`src/rtl/riscv_pkg.sv`:
```
// Shared types and constants for the multi-cycle RV32I control path.
// MULTICYCLE_CTRL_ILLEGAL_TRAP_EN adds the TRAP state to ctrl_state_e.
package riscv_pkg;

    typedef enum logic [2:0] {
        IDLE   = 3'd0,
        FETCH  = 3'd1,
        DECODE = 3'd2,
        EXEC   = 3'd3,
        MEM    = 3'd4,
        WB     = 3'd5
`ifdef MULTICYCLE_CTRL_ILLEGAL_TRAP_EN
        ,
        TRAP   = 3'd6
`endif
    } ctrl_state_e;

    // Separate constants per opcode: the I/U groupings merge classes we must tell apart.
    localparam logic [6:0] OPC_LOAD   = 7'b0000011;
    localparam logic [6:0] OPC_STORE  = 7'b0100011;
    localparam logic [6:0] OPC_BRANCH = 7'b1100011;
    localparam logic [6:0] OPC_JAL    = 7'b1101111;
    localparam logic [6:0] OPC_JALR   = 7'b1100111;
    localparam logic [6:0] OPC_OP     = 7'b0110011;
    localparam logic [6:0] OPC_OPIMM  = 7'b0010011;
    localparam logic [6:0] OPC_LUI    = 7'b0110111;
    localparam logic [6:0] OPC_AUIPC  = 7'b0010111;

    typedef enum logic [1:0] {
        PC_PLUS4 = 2'd0,
        PC_IMM   = 2'd1,
        PC_ALU   = 2'd2
    } pc_sel_e;

    typedef enum logic [1:0] {
        WB_ALU  = 2'd0,
        WB_LOAD = 2'd1,
        WB_PC4  = 2'd2,
        WB_IMM  = 2'd3
    } wb_sel_e;

    typedef enum logic [3:0] {
        CLS_LOAD   = 4'd0,
        CLS_STORE  = 4'd1,
        CLS_BRANCH = 4'd2,
        CLS_JAL    = 4'd3,
        CLS_JALR   = 4'd4,
        CLS_OP     = 4'd5,
        CLS_OPIMM  = 4'd6,
        CLS_LUI    = 4'd7,
        CLS_AUIPC  = 4'd8
    } op_class_e;

    function automatic logic alu_b_uses_imm(input op_class_e cls);
        return (cls == CLS_OPIMM) || (cls == CLS_LOAD) || (cls == CLS_STORE) ||
               (cls == CLS_JALR)  || (cls == CLS_AUIPC);
    endfunction

endpackage

```
`src/rtl/multicycle_ctrl_opclass.sv`:
```
// Combinational opcode classifier: op_i -> instruction class plus legal flag.
module multicycle_ctrl_opclass
    import riscv_pkg::*;
(
    input  logic [6:0] op_i,
    output op_class_e  cls_o,
    output logic       legal_o
);

    // Map each supported opcode to its class; anything else is illegal.
    always_comb begin
        cls_o   = CLS_OP;
        legal_o = 1'b1;
        case (op_i)
            OPC_LOAD:   cls_o = CLS_LOAD;
            OPC_STORE:  cls_o = CLS_STORE;
            OPC_BRANCH: cls_o = CLS_BRANCH;
            OPC_JAL:    cls_o = CLS_JAL;
            OPC_JALR:   cls_o = CLS_JALR;
            OPC_OP:     cls_o = CLS_OP;
            OPC_OPIMM:  cls_o = CLS_OPIMM;
            OPC_LUI:    cls_o = CLS_LUI;
            OPC_AUIPC:  cls_o = CLS_AUIPC;
            default:    legal_o = 1'b0;
        endcase
    end

endmodule

```
`src/rtl/multicycle_ctrl.sv`:
```
// Main control FSM of the multi-cycle RV32I core (fetch/decode/exec/mem/wb).
// Optional: MULTICYCLE_CTRL_ILLEGAL_TRAP_EN traps illegal opcodes and adds illegal_o.
module multicycle_ctrl
    import riscv_pkg::*;
#(
    parameter bit RESET_STATE_FETCH = 1'b1
) (
    input  logic       clk_i,
    input  logic       rst_ni,
    input  logic       start_i,
    input  logic [6:0] op_i,
    input  logic       branch_taken_i,
    output logic       imem_req_o,
    input  logic       imem_rvalid_i,
    output logic       dmem_req_o,
    output logic       dmem_we_o,
    input  logic       dmem_rvalid_i,
    output logic       ir_we_o,
    output logic       pc_we_o,
    output logic [1:0] pc_sel_o,
    output logic       alu_a_sel_o,
    output logic       alu_b_sel_o,
    output logic       rf_we_o,
    output logic [1:0] wb_sel_o,
`ifdef MULTICYCLE_CTRL_ILLEGAL_TRAP_EN
    output logic [2:0] state_o,
    output logic       illegal_o
`else
    output logic [2:0] state_o
`endif
);

    localparam ctrl_state_e RESET_STATE = RESET_STATE_FETCH ? FETCH : IDLE;

    ctrl_state_e state_r, next_state_s;
    op_class_e   cls_r, cls_s;
    logic        legal_s, cls_we_s;
    logic        imem_req_s, dmem_req_s, dmem_we_s, ir_we_s, pc_we_s;
    logic        alu_a_sel_s, alu_b_sel_s, rf_we_s;
    pc_sel_e     pc_sel_s;
    wb_sel_e     wb_sel_s;

    multicycle_ctrl_opclass u_opclass (
        .op_i    (op_i),
        .cls_o   (cls_s),
        .legal_o (legal_s)
    );

    // Next-state and control decode; everything is forced low while rst_ni is asserted.
    always_comb begin
        next_state_s = state_r;
        cls_we_s     = 1'b0;
        imem_req_s   = 1'b0;
        dmem_req_s   = 1'b0;
        dmem_we_s    = 1'b0;
        ir_we_s      = 1'b0;
        pc_we_s      = 1'b0;
        pc_sel_s     = PC_PLUS4;
        alu_a_sel_s  = 1'b0;
        alu_b_sel_s  = 1'b0;
        rf_we_s      = 1'b0;
        wb_sel_s     = WB_ALU;
        if (rst_ni) begin
            case (state_r)
                IDLE: begin
                    if (start_i) next_state_s = FETCH;
                    else         next_state_s = IDLE;
                end
                FETCH: begin
                    imem_req_s = 1'b1;
                    if (imem_rvalid_i) begin
                        ir_we_s      = 1'b1;
                        next_state_s = DECODE;
                    end else begin
                        next_state_s = FETCH;
                    end
                end
                DECODE: begin
                    if (legal_s) begin
                        cls_we_s     = 1'b1;
                        next_state_s = EXEC;
                    end else begin
`ifdef MULTICYCLE_CTRL_ILLEGAL_TRAP_EN
                        next_state_s = TRAP;
`else
                        pc_we_s      = 1'b1;
                        pc_sel_s     = PC_PLUS4;
                        next_state_s = FETCH;
`endif
                    end
                end
                EXEC: begin
                    if (cls_r == CLS_BRANCH) begin
                        pc_we_s      = 1'b1;
                        pc_sel_s     = branch_taken_i ? PC_IMM : PC_PLUS4;
                        next_state_s = FETCH;
                    end else if ((cls_r == CLS_LOAD) || (cls_r == CLS_STORE)) begin
                        next_state_s = MEM;
                    end else begin
                        next_state_s = WB;
                    end
                end
                MEM: begin
                    dmem_req_s = 1'b1;
                    dmem_we_s  = (cls_r == CLS_STORE);
                    if (!dmem_rvalid_i) begin
                        next_state_s = MEM;
                    end else if (cls_r == CLS_STORE) begin
                        pc_we_s      = 1'b1;
                        pc_sel_s     = PC_PLUS4;
                        next_state_s = FETCH;
                    end else begin
                        next_state_s = WB;
                    end
                end
                WB: begin
                    rf_we_s      = 1'b1;
                    pc_we_s      = 1'b1;
                    next_state_s = FETCH;
                    case (cls_r)
                        CLS_LOAD: begin wb_sel_s = WB_LOAD; pc_sel_s = PC_PLUS4; end
                        CLS_JAL:  begin wb_sel_s = WB_PC4;  pc_sel_s = PC_IMM;   end
                        CLS_JALR: begin wb_sel_s = WB_PC4;  pc_sel_s = PC_ALU;   end
                        CLS_LUI:  begin wb_sel_s = WB_IMM;  pc_sel_s = PC_PLUS4; end
                        default:  begin wb_sel_s = WB_ALU;  pc_sel_s = PC_PLUS4; end
                    endcase
                end
`ifdef MULTICYCLE_CTRL_ILLEGAL_TRAP_EN
                TRAP: next_state_s = TRAP;
`endif
                default: next_state_s = RESET_STATE;
            endcase
            // ALU operand selects stay stable from EXEC until the instruction retires.
            if ((state_r == EXEC) || (state_r == MEM) || (state_r == WB)) begin
                alu_a_sel_s = (cls_r == CLS_AUIPC);
                alu_b_sel_s = alu_b_uses_imm(cls_r);
            end else begin
                alu_a_sel_s = 1'b0;
                alu_b_sel_s = 1'b0;
            end
        end else begin
            next_state_s = state_r;
        end
    end

    // State register.
    always_ff @(posedge clk_i or negedge rst_ni) begin
        if (!rst_ni) state_r <= RESET_STATE;
        else         state_r <= next_state_s;
    end

    // Instruction class captured in DECODE so later op_i changes are ignored.
    always_ff @(posedge clk_i or negedge rst_ni) begin
        if (!rst_ni)       cls_r <= CLS_OP;
        else if (cls_we_s) cls_r <= cls_s;
        else               cls_r <= cls_r;
    end

`ifdef MULTICYCLE_CTRL_ILLEGAL_TRAP_EN
    logic illegal_r;

    // Sticky illegal flag, cleared only by reset.
    always_ff @(posedge clk_i or negedge rst_ni) begin
        if (!rst_ni)                    illegal_r <= 1'b0;
        else if (next_state_s == TRAP)  illegal_r <= 1'b1;
        else                            illegal_r <= illegal_r;
    end

    assign illegal_o = illegal_r;
`endif

    assign imem_req_o  = imem_req_s;
    assign dmem_req_o  = dmem_req_s;
    assign dmem_we_o   = dmem_we_s;
    assign ir_we_o     = ir_we_s;
    assign pc_we_o     = pc_we_s;
    assign pc_sel_o    = pc_sel_s;
    assign alu_a_sel_o = alu_a_sel_s;
    assign alu_b_sel_o = alu_b_sel_s;
    assign rf_we_o     = rf_we_s;
    assign wb_sel_o    = wb_sel_s;
    assign state_o     = rst_ni ? state_r : 3'd0;

endmodule

```
`config.mk`:
```
export PLATFORM = sky130hd
export DESIGN_NAME = multicycle_ctrl
export DESIGN_NICKNAME = d
export VERILOG_FILES = /design/src/rtl/riscv_pkg.sv /design/src/rtl/multicycle_ctrl_opclass.sv /design/src/rtl/multicycle_ctrl.sv
export SDC_FILE = /design/constraint.sdc
export NUM_CORES = 1
export LEC_CHECK = 0
export BUFFER_PORTS_ARGS = -buffer_cell sky130_fd_sc_hd__buf_4
export CORE_MARGIN = 3
export CORE_UTILIZATION = 43
export CTS_CLUSTER_SIZE = 25
export DETAILED_ROUTE_END_ITERATION = 12
export GPL_TIMING_DRIVEN = 0
export PLACE_DENSITY = 0.78
export SLEW_MARGIN = 0
export SYNTH_ARGS = -nofsm -noshare
export SYNTH_HDL_FRONTEND = slang
export SYNTH_SLANG_ARGS = --single-unit
```
`constraint.sdc`:
```
create_clock -name clk_i -period 2.3 [get_ports clk_i]
set_input_delay 0.115 -clock clk_i [delete_from_list [all_inputs] [get_ports clk_i]]
set_output_delay 0.115 -clock clk_i [all_outputs]
set_load 0.03 [all_outputs]
```
==> run summary, run 1 <==
TritonCTS built the clock tree. The total vias in the final route was 925. The flow ran to the end, and the final reports show no timing, DRC or antenna violations.

The tools report the number of placement rows as 14. Max-cap violations in this run came to 0. The first global-routing pass estimated 3746 microns of wire. The commonest cells after synthesis are sky130_fd_sc_hd__nor2_1, sky130_fd_sc_hd__nand2_1, sky130_fd_sc_hd__nand3_1.

The initial antenna violation count came out at 0. The die footprint was 0.002423 sq mm; the slew of the pin with the lowest slew margin was 436.8 ps. For this run, the number of Yosys warnings is 0. In this run switching power makes up 45.74% of total power. The total grt overflow came out at 0. The placement-stage cell area was 0.001028 sq mm; the post-synthesis instance area was 803.3 sq um.

Counting buffers and inverters, the worst setup path is 4 cells deep. For the static power due to leakage, the log shows 0.4606 nW. Via count of the first global-routing pass: 845.

The logs give 0 for the antenna diode count and 0.8574 for the routability congestion estimate from global placement. The smallest clock period supported by the final layout is computed as 1886 ps. In this run, the combinational gates consume 62.0% of the power. The number of buffers and inverters on the critical path is 2. In the post-synthesis netlist, the biggest area contributors are sky130_fd_sc_hd__dfrtp_1, sky130_fd_sc_hd__dfstp_2, sky130_fd_sc_hd__nor2_1.

The worst setup path is launched from a register. The logs give 5.520 ps for the setup clock skew after layout and 413.7 ps for the final worst-path setup slack. The power share of the clock group was 14.1%. Among all flip-flop cells after synthesis, the most frequent one is sky130_fd_sc_hd__dfrtp_1. The most frequently used cell type in the post-synthesis netlist was sky130_fd_sc_hd__nor2_1. The worst setup path is captured at an output port. The finished cells cover 0.001065 sq mm.

The internal power summed over all cells is 0.4799 mW, and the number of antenna-violating nets in the routed design is 0. Dividing the detail-routed wire length by the instance count gives 13.54 microns. Relative to the synthesized area, the layout overhead comes to 32.55%. The signal on the critical path passes through clkbuf_1, nand2_1, a211oi_1, buf_4. For the top-level port count, the log shows 28.

Setup violations remaining at the end of the flow were counted as 0. After legalization and detailed placement, the total HPWL measured 1672 microns. The tree built by TritonCTS fans out to 7 sinks.

Summed over its instances, the top area cell type makes up 12.46% of the synthesized netlist area. The aggregate negative setup slack was 0 ps. Setup repair after global routing left no endpoint under its margin.

The clock transition time at the flip-flop clock pins of the worst setup and hold paths works out to 70 ps. Clock root buffer: sky130_fd_sc_hd__clkbuf_4. For this run, asynchronously set or reset flops after synthesis account for 100.0%. The total of flip-flops plus latches after synthesis works out to 7.

For this run, the top clock speed supported by timing is 530.1 MHz. The tightest min-delay check is of the in -> reg type. After detailed routing, the number of remaining DRC violations is 0. The synthesized netlist net count was 122; the depth of the worst register-to-register path was 4.

The largest voltage drop on the vdd net is 0.0005309 V. The core region is 0.001629 sq mm. The run gives 0.4045 mW as the power spent charging and discharging nets. The number of synthesized flops with an enable pin was 0; the number of instances in the synthesized netlist was 109. Along the worst hold path, the cell count comes to 4.

STA puts the critical path data required time at 2180 ps. The largest fanout of any net on the critical path was 10; the number of hold violations in the final report was 0. The die is 49.22 microns wide. The total clock buffers created by CTS came out at 3. Grouping stages by cell kind, the critical path spends the most delay in flip-flops.

The initial utilization of the core area, before any placement, comes to 49.31%. The number of max-slew violations in the final report came out at 0. The largest net degree at the start of global routing came out at 15. At the end of the flow, the number of nets in the layout was 154. Timing analysis after detailed placement gives a worst setup slack of 622.4 ps. The worst setup path category was reg -> out. On the worst path, the slowest cell contributes a delay of 550 ps. The completed layout was analyzed and its total power is 0.8844 mW. The worst-case headroom to the max-slew limit is 70.88%. Before antenna repair, the detailed router went through 4 iterations.

The number of H-tree levels was 1. The slowest stage of the critical path belongs to the cell sky130_fd_sc_hd__dfstp_2. Global routing used 18.94% of the available tracks.

The final worst-path cycle share is 82.01%, and the arrival time at the worst endpoint is 1770 ps. The longest clock path from root to sink contains 2 buffers. The post-route netlist has 30.71% of its cells at a drive strength greater than 1. In the routed layout, each cell is associated on average with a via count of 5.640. The cell taking the most area after synthesis was sky130_fd_sc_hd__dfrtp_1.

The logs give 39 for the number of design-rule violations left by the first detailed-router iteration and 22.27% for the part of the Yosys area used for sequential elements. Clock latency on the worst-skew pair, taken at its later pin, is 260 ps. The number of I/O port buffers was 26; the power density over the cells was 830.6 mW/mm^2.

The average instance in the mapped netlist occupies 7.369 sq um. The share of power burned in registers was 23.9%. The number of buffers inserted to repair setup after CTS is 0, and the die boundary height is 49.22 microns. After detailed routing, the total wire length is 2220 microns.

Synthesis instantiated 46 different standard cells from the library.
==> final timing paths <==
path	start	slack, ps	endpoint
worst max-delay path	cls_r[0]$_DFFE_PN1P_	410	pc_sel_o[0]
worst min-delay path	imem_rvalid_i	220	state_r[0]$_DFFE_PN1P_
worst max register to register	state_r[2]$_DFFE_PN0P_	610	cls_r[1]$_DFFE_PN0P_
worst min register to register	cls_r[2]$_DFFE_PN1P_	570	cls_r[2]$_DFFE_PN1P_
max in group asynchronous	rst_ni	1810	state_r[0]$_DFFE_PN1P_
min in group asynchronous	rst_ni	250	cls_r[1]$_DFFE_PN0P_
==> stage by stage <==
stage / hold slack, ps / cells / utilization [%]
final: 215.9 / 164 / 65.36
after floorplan: -180.6 / 109 / -
after global routing: 238.2 / 164 / 65.36
after global placement: -31.46 / 159 / 63.13
after detailed placement: -31.10 / 159 / 63.13
after CTS: 215.4 / 164 / 65.36
==> cell type report <==
type,instances,area [sq um]
Sequential cell,7,178.9
Fill cell,169,564.3
Clock buffer,4,26.28
Inverter,5,21.27
Tap cell,24,30.03
Timing Repair Buffer,27,205.2
Buffer,8,48.80
Multi-Input combinational cell,89,554.3
==> sequential cells by signal (all words and copies together) (netlist names) <==
register and count:
cls_r 4, state_r 3
==> power groups by stage <==
| stage | Clock [mW] | Sequential, mW | Combinational (mW) |
|---|---|---|---|
| 6_report | 0.125 | 0.211 | 0.548 |
| 5_1_grt | 0.128 | 0.219 | 0.595 |
| 4_1_cts | 0.124 | 0.212 | 0.545 |
| 3_5_place_dp | 0 | 0.214 | 0.536 |
| 3_3_place_gp | 0 | 0.212 | 0.529 |
| 2_1_floorplan | 0 | 0.203 | 0.406 |
==> worst reg2reg max path: stages (launching register included) <==
cell and delay (ps):
sky130_fd_sc_hd__dfrtp_1 350, sky130_fd_sc_hd__buf_2 170, sky130_fd_sc_hd__or4_4 590, sky130_fd_sc_hd__nor2_4 140, sky130_fd_sc_hd__mux2_1 330
==> cells in the final DEF (no fill, tap or decap), drive strengths merged, types with 2 or more instances in the layout <==
master / count
buf: 31
nor2: 13
nand2: 11
nand3: 8
clkbuf: 7
a21oi: 6
nor3: 5
o21ai: 5
inv: 5
a211oi: 4
dfrtp: 4
nand2b: 4
or3: 3
dfstp: 3
nor2b: 2
nand3b: 2
==> repair_timing <==
action / in CTS / in global routing
hold endpoints to repair: 7 / 0
hold buffers: 1 / 0
gates resized for setup: 0 / 0
==> layer usage <==
layer | part of all wire (%) | wire (microns) | global-route usage [%]
met1 | 47 | 1051 | 27.22
met2 | 45 | 998 | 29.02
met3 | 6.6 | 147 | 3.670
met4 | 0.99 | 22 | 3.791
met5 | 0 | 0 | 0
==> cell families (layout without fill, tap and decap cells) <==
family | after synthesis | after routing | share of synthesized area (%)
xor gates and xnor gates | 1 | 1 | 1.091
AOI/OAI and AO/OA | 30 | 30 | 26.95
muxes | 1 | 1 | 1.402
DFF | 7 | 7 | 22.28
buffers and inverters | 13 | 44 | 8.722
and+or+nand+nor | 57 | 57 | 39.56
No activity file was read; power rests on OpenSTA's default activity.
==> inputs of run 2 (changes only) <==
- ABC_AREA: default -> 1
- clock period: 2.3 -> 1.75 ns (I/O delays scaled with it)
==> run summary, run 2 <==
The final routed wire length divided by cell count was 11.02 microns (-19%). The final standard cell area without fillers came out at 0.001154 sq mm (+8.3%). The top-level port count is 28 (unchanged), and the largest voltage drop on the vdd net is 0.0006638 V (+25%). The latest clock arrival within the worst-skew pair is 250 ps (about the same), and the number of inserted filler cells in the final layout is 154 (-8.9%).

The post-route total power is 1.236 mW (+40%). Leading cell type in the layout, fill and taps excluded: sky130_fd_sc_hd__nand2_1. The tools report the count of distinct cell types in the synthesized netlist as 21 (-54%). The root buffer cell chosen for the clock tree is sky130_fd_sc_hd__clkbuf_4.

The tools report the final hold slack as 172.7 ps (-43.21 ps). The register with the most flip-flops in the final layout is cls_r. The slew of the pin with the lowest slew margin was 312.5 ps (-124.3 ps); the via count of the first global-routing pass was 871 (+3.1%).

The worst hold path belongs to the class in -> reg. The count of unresolved DRC violations after routing was 0 (unchanged); the final worst-path cycle share was 97.23%. Number of flip-flops in the largest register: 4 (unchanged). The total vias in the final route was 1021 (+10%); the number of design-rule violations left by the first detailed-router iteration was 23 (-41%).

The run gives 1 (unchanged) as the number of H-tree levels. The number of synthesized flops with an enable pin is 0 (unchanged), and the total grt overflow is 0 (unchanged). The arithmetic-cell share of the synthesized area counting full adders, half adders and majority gates came out at 0% (unchanged). The average vias per placed instance came out at 5.030 (-11%). Cell taking the most area after synthesis: sky130_fd_sc_hd__nand2_1. The number of placement rows is 14 (unchanged). For the antenna diode count, the log shows 0 (unchanged). The die footprint is 0.002413 sq mm (-0.41%), and the area inside the core boundary is 0.001629 sq mm (unchanged). The fraction of the mapped netlist area in compound gates was 10.80% (-16 points). The width of the die was 49.12 microns (-0.20%).

By area, the combinational part of the netlist is dominated by simple AND/OR/NAND/NOR gates. The tools report the number of optimization iterations in the first detailed-route pass as 4 (unchanged). The effective utilization at floorplan is 49.08% (-0.23 points).

The commonest cells after synthesis are sky130_fd_sc_hd__nand2_1, sky130_fd_sc_hd__nor2_1, sky130_fd_sc_hd__inv_1. After synthesis, the cell types taking the most area are sky130_fd_sc_hd__nand2_1, sky130_fd_sc_hd__nor2_1, sky130_fd_sc_hd__dfrtp_1. The number of max-slew violations in the final report came out at 0 (unchanged).

For this design, the slowest cell found on the critical path is sky130_fd_sc_hd__dfstp_2. Highest attainable clock frequency: 587.7 MHz. The wire length of the first global-routing pass was 3553 microns (-5.2%). The fraction of layout instances using a drive strength above 1 is 36.87% (+6.2 points), and the xor and xnor fraction of the mapped netlist area is 0% (-1.1 points).

The logs give 0 (unchanged) for the final count of negative-setup-slack endpoints and 48.39 ps (-365.3 ps) for the final worst-path setup slack. The tools report the total clock buffers created by CTS as 3 (unchanged). The worst setup path is captured at an output port. TritonCTS built the clock tree. The clock transition time at the flip-flop clock pins of the worst setup and hold paths came out at 60 ps (about the same). From synthesis to final layout, the design area changed by 44.29%. In the layout the commonest cells are sky130_fd_sc_hd__nand2_1, sky130_fd_sc_hd__buf_4, sky130_fd_sc_hd__nor2_1, sky130_fd_sc_hd__inv_1, sky130_fd_sc_hd__a21oi_1. The endpoint required time on the critical path was 1660 ps (-520 ps).

The synthesized netlist net count is 158 (+30%), and the post-placement setup slack is 48.77 ps (-573.7 ps). The post-DP HPWL is 1632 microns (-2.4%). The proportion of synthesized flip-flops having asynchronous set or reset was 100.0% (unchanged); the setup clock skew after layout was 3.436 ps (-2.084 ps).

In the final layout, the registers with the most flip-flops are cls_r (4), state_r (3). The startpoint class of the critical path was a register. The share of the synthesized area in the top cell type came out at 17.37% (+4.9 points). The post-route non-filler standard cell count is 203 (+24%), and the number of antenna-violating nets in the routed design is 0 (unchanged). The tools report the max-cap check violation count as 0 (unchanged). The number of nets in the finished design came out at 193 (+25%). The most instantiated flip-flop cell in the synthesis netlist is sky130_fd_sc_hd__dfrtp_1. The tools report the number of buffers between clock root and the deepest sink as 2 (unchanged). The synthesized area per cell was 5.514 sq um (-25%); the routability congestion estimate from global placement was 0.8700 (+1.5%). The static power due to leakage was 0.6139 nW (+33%). Among all cell types in the netlist, the one instantiated most often is sky130_fd_sc_hd__nand2_1. The longest individual stage delay on the worst path works out to 600 ps (+50 ps). The number of hold violations in the final report is 0 (unchanged). The logs give 22.38% (+0.10 points) for the part of the Yosys area used for sequential elements and 16 (+1) for the largest net degree at the start of global routing. Walking the worst path, the cells encountered are nand3_2, nor4_4, nand2_1, a21oi_1, buf_4.

The flow ran to the end, and the final reports show no timing, DRC or antenna violations. The fraction of synthesized area in multiplexers was 0% (-1.4 points); the initial antenna violation count was 0 (unchanged). The worst setup path category is reg -> out. The simple-gate share of the synthesized area is 55.09% (+16 points), and the placed instance count is 196 (+23%).

The logs give 145 (+33%) for the number of instances in the synthesized netlist and 18.27% (-0.67 points) for the overall fraction of global-route tracks in use. The detailed-route wire length came out at 2238 microns (+0.81%). The total of flip-flops plus latches after synthesis came out at 7 (unchanged). The end-of-flow core utilization is 70.81% (+5.5 points), and the aggregate negative setup slack is 0 ps (unchanged). The tools report the number of sinks on the clock net as 7 (unchanged). The number of I/O port buffers is 27 (+3.8%). The post-synthesis instance area is 799.5 sq um (-0.47%), and the arrival time at the worst endpoint is 1610 ps (-160 ps). The worst-case headroom to the max-slew limit is 78.90% (+8.0 points), and the count of warnings emitted by yosys is 0 (unchanged).

The die boundary height was 49.12 microns (-0.20%); the largest fanout of any net on the critical path was 6 (-4). The shortest clock period the worst path allows after layout is 1702 ps. The placement-stage cell area was 0.001041 sq mm (+1.2%). The power density over the cells was 1071 mW/mm^2 (+29%).
[run 2: metal layers]
metal  vias to the layer above  share of wire, %  global-route usage, %
li1                        535                 -                      -
met1                       448                41                  22.91
met2                        34                51                  30.36
met3                         4               5.6                  5.199
met4                         0               1.6                  4.739
met5                         -                 0                      0
[run 2: final cells by class]
type,count,area (sq um),share of cell area [%]
multi-input cells,113,588.1,50.98
repair buffers,31,235.2,20.39
flip-flops and latches,7,181.4,15.73
inverters,24,92.59,8.026
well taps,24,30.03,2.603
clock buffers,4,26.28,2.278
[run 2: cells by family after synthesis]
kind of cell / Yosys count
AOI/OAI and AO/OA: 16
and+or+nand+nor: 97
buffers and inverters: 25
DFF: 7
[run 2: final timing paths]
kind                                         from                      to  slack [ps]  depth (start not counted)
max                        state_r[0]$_DFFE_PN1P_             pc_sel_o[0]          50                          5
min                                       op_i[5]    cls_r[3]$_DFFE_PN0P_         170                          4
max reg2reg                state_r[2]$_DFFE_PN0P_    cls_r[2]$_DFFE_PN1P_         400                          6
min reg2reg                  cls_r[2]$_DFFE_PN1P_    cls_r[2]$_DFFE_PN1P_         560                          2
max in group asynchronous                  rst_ni    cls_r[2]$_DFFE_PN1P_        1300                          2
min in group asynchronous                  rst_ni  state_r[1]$_DFFE_PN0P_         220                          2
[run 2: worst max-delay path, delay by kind of cell, from the launching register on]
family | cells | cell delay (ps)
AOI/OAI and AO/OA | 1 | 140
buffers and inverters | 1 | 180
DFF | 1 | 600
and+or+nand+nor | 3 | 450
[run 2: power breakdown]
| group | switching, mW | internal, mW | leakage (nW) |
|---|---|---|---|
| logic | 0.478 | 0.275 | 0.516 |
| clock network | 0.0628 | 0.0872 | 0.0150 |
| registers | 0.0963 | 0.236 | 0.0826 |
[run 2: timing repair]
action	4_1_cts	5_1_grt
hold buffers	1	0
resized for setup	3	15
endpoints found under the hold margin	7	0
pin swaps	0	2
setup buffers	0	3
setup endpoints to repair	3	4
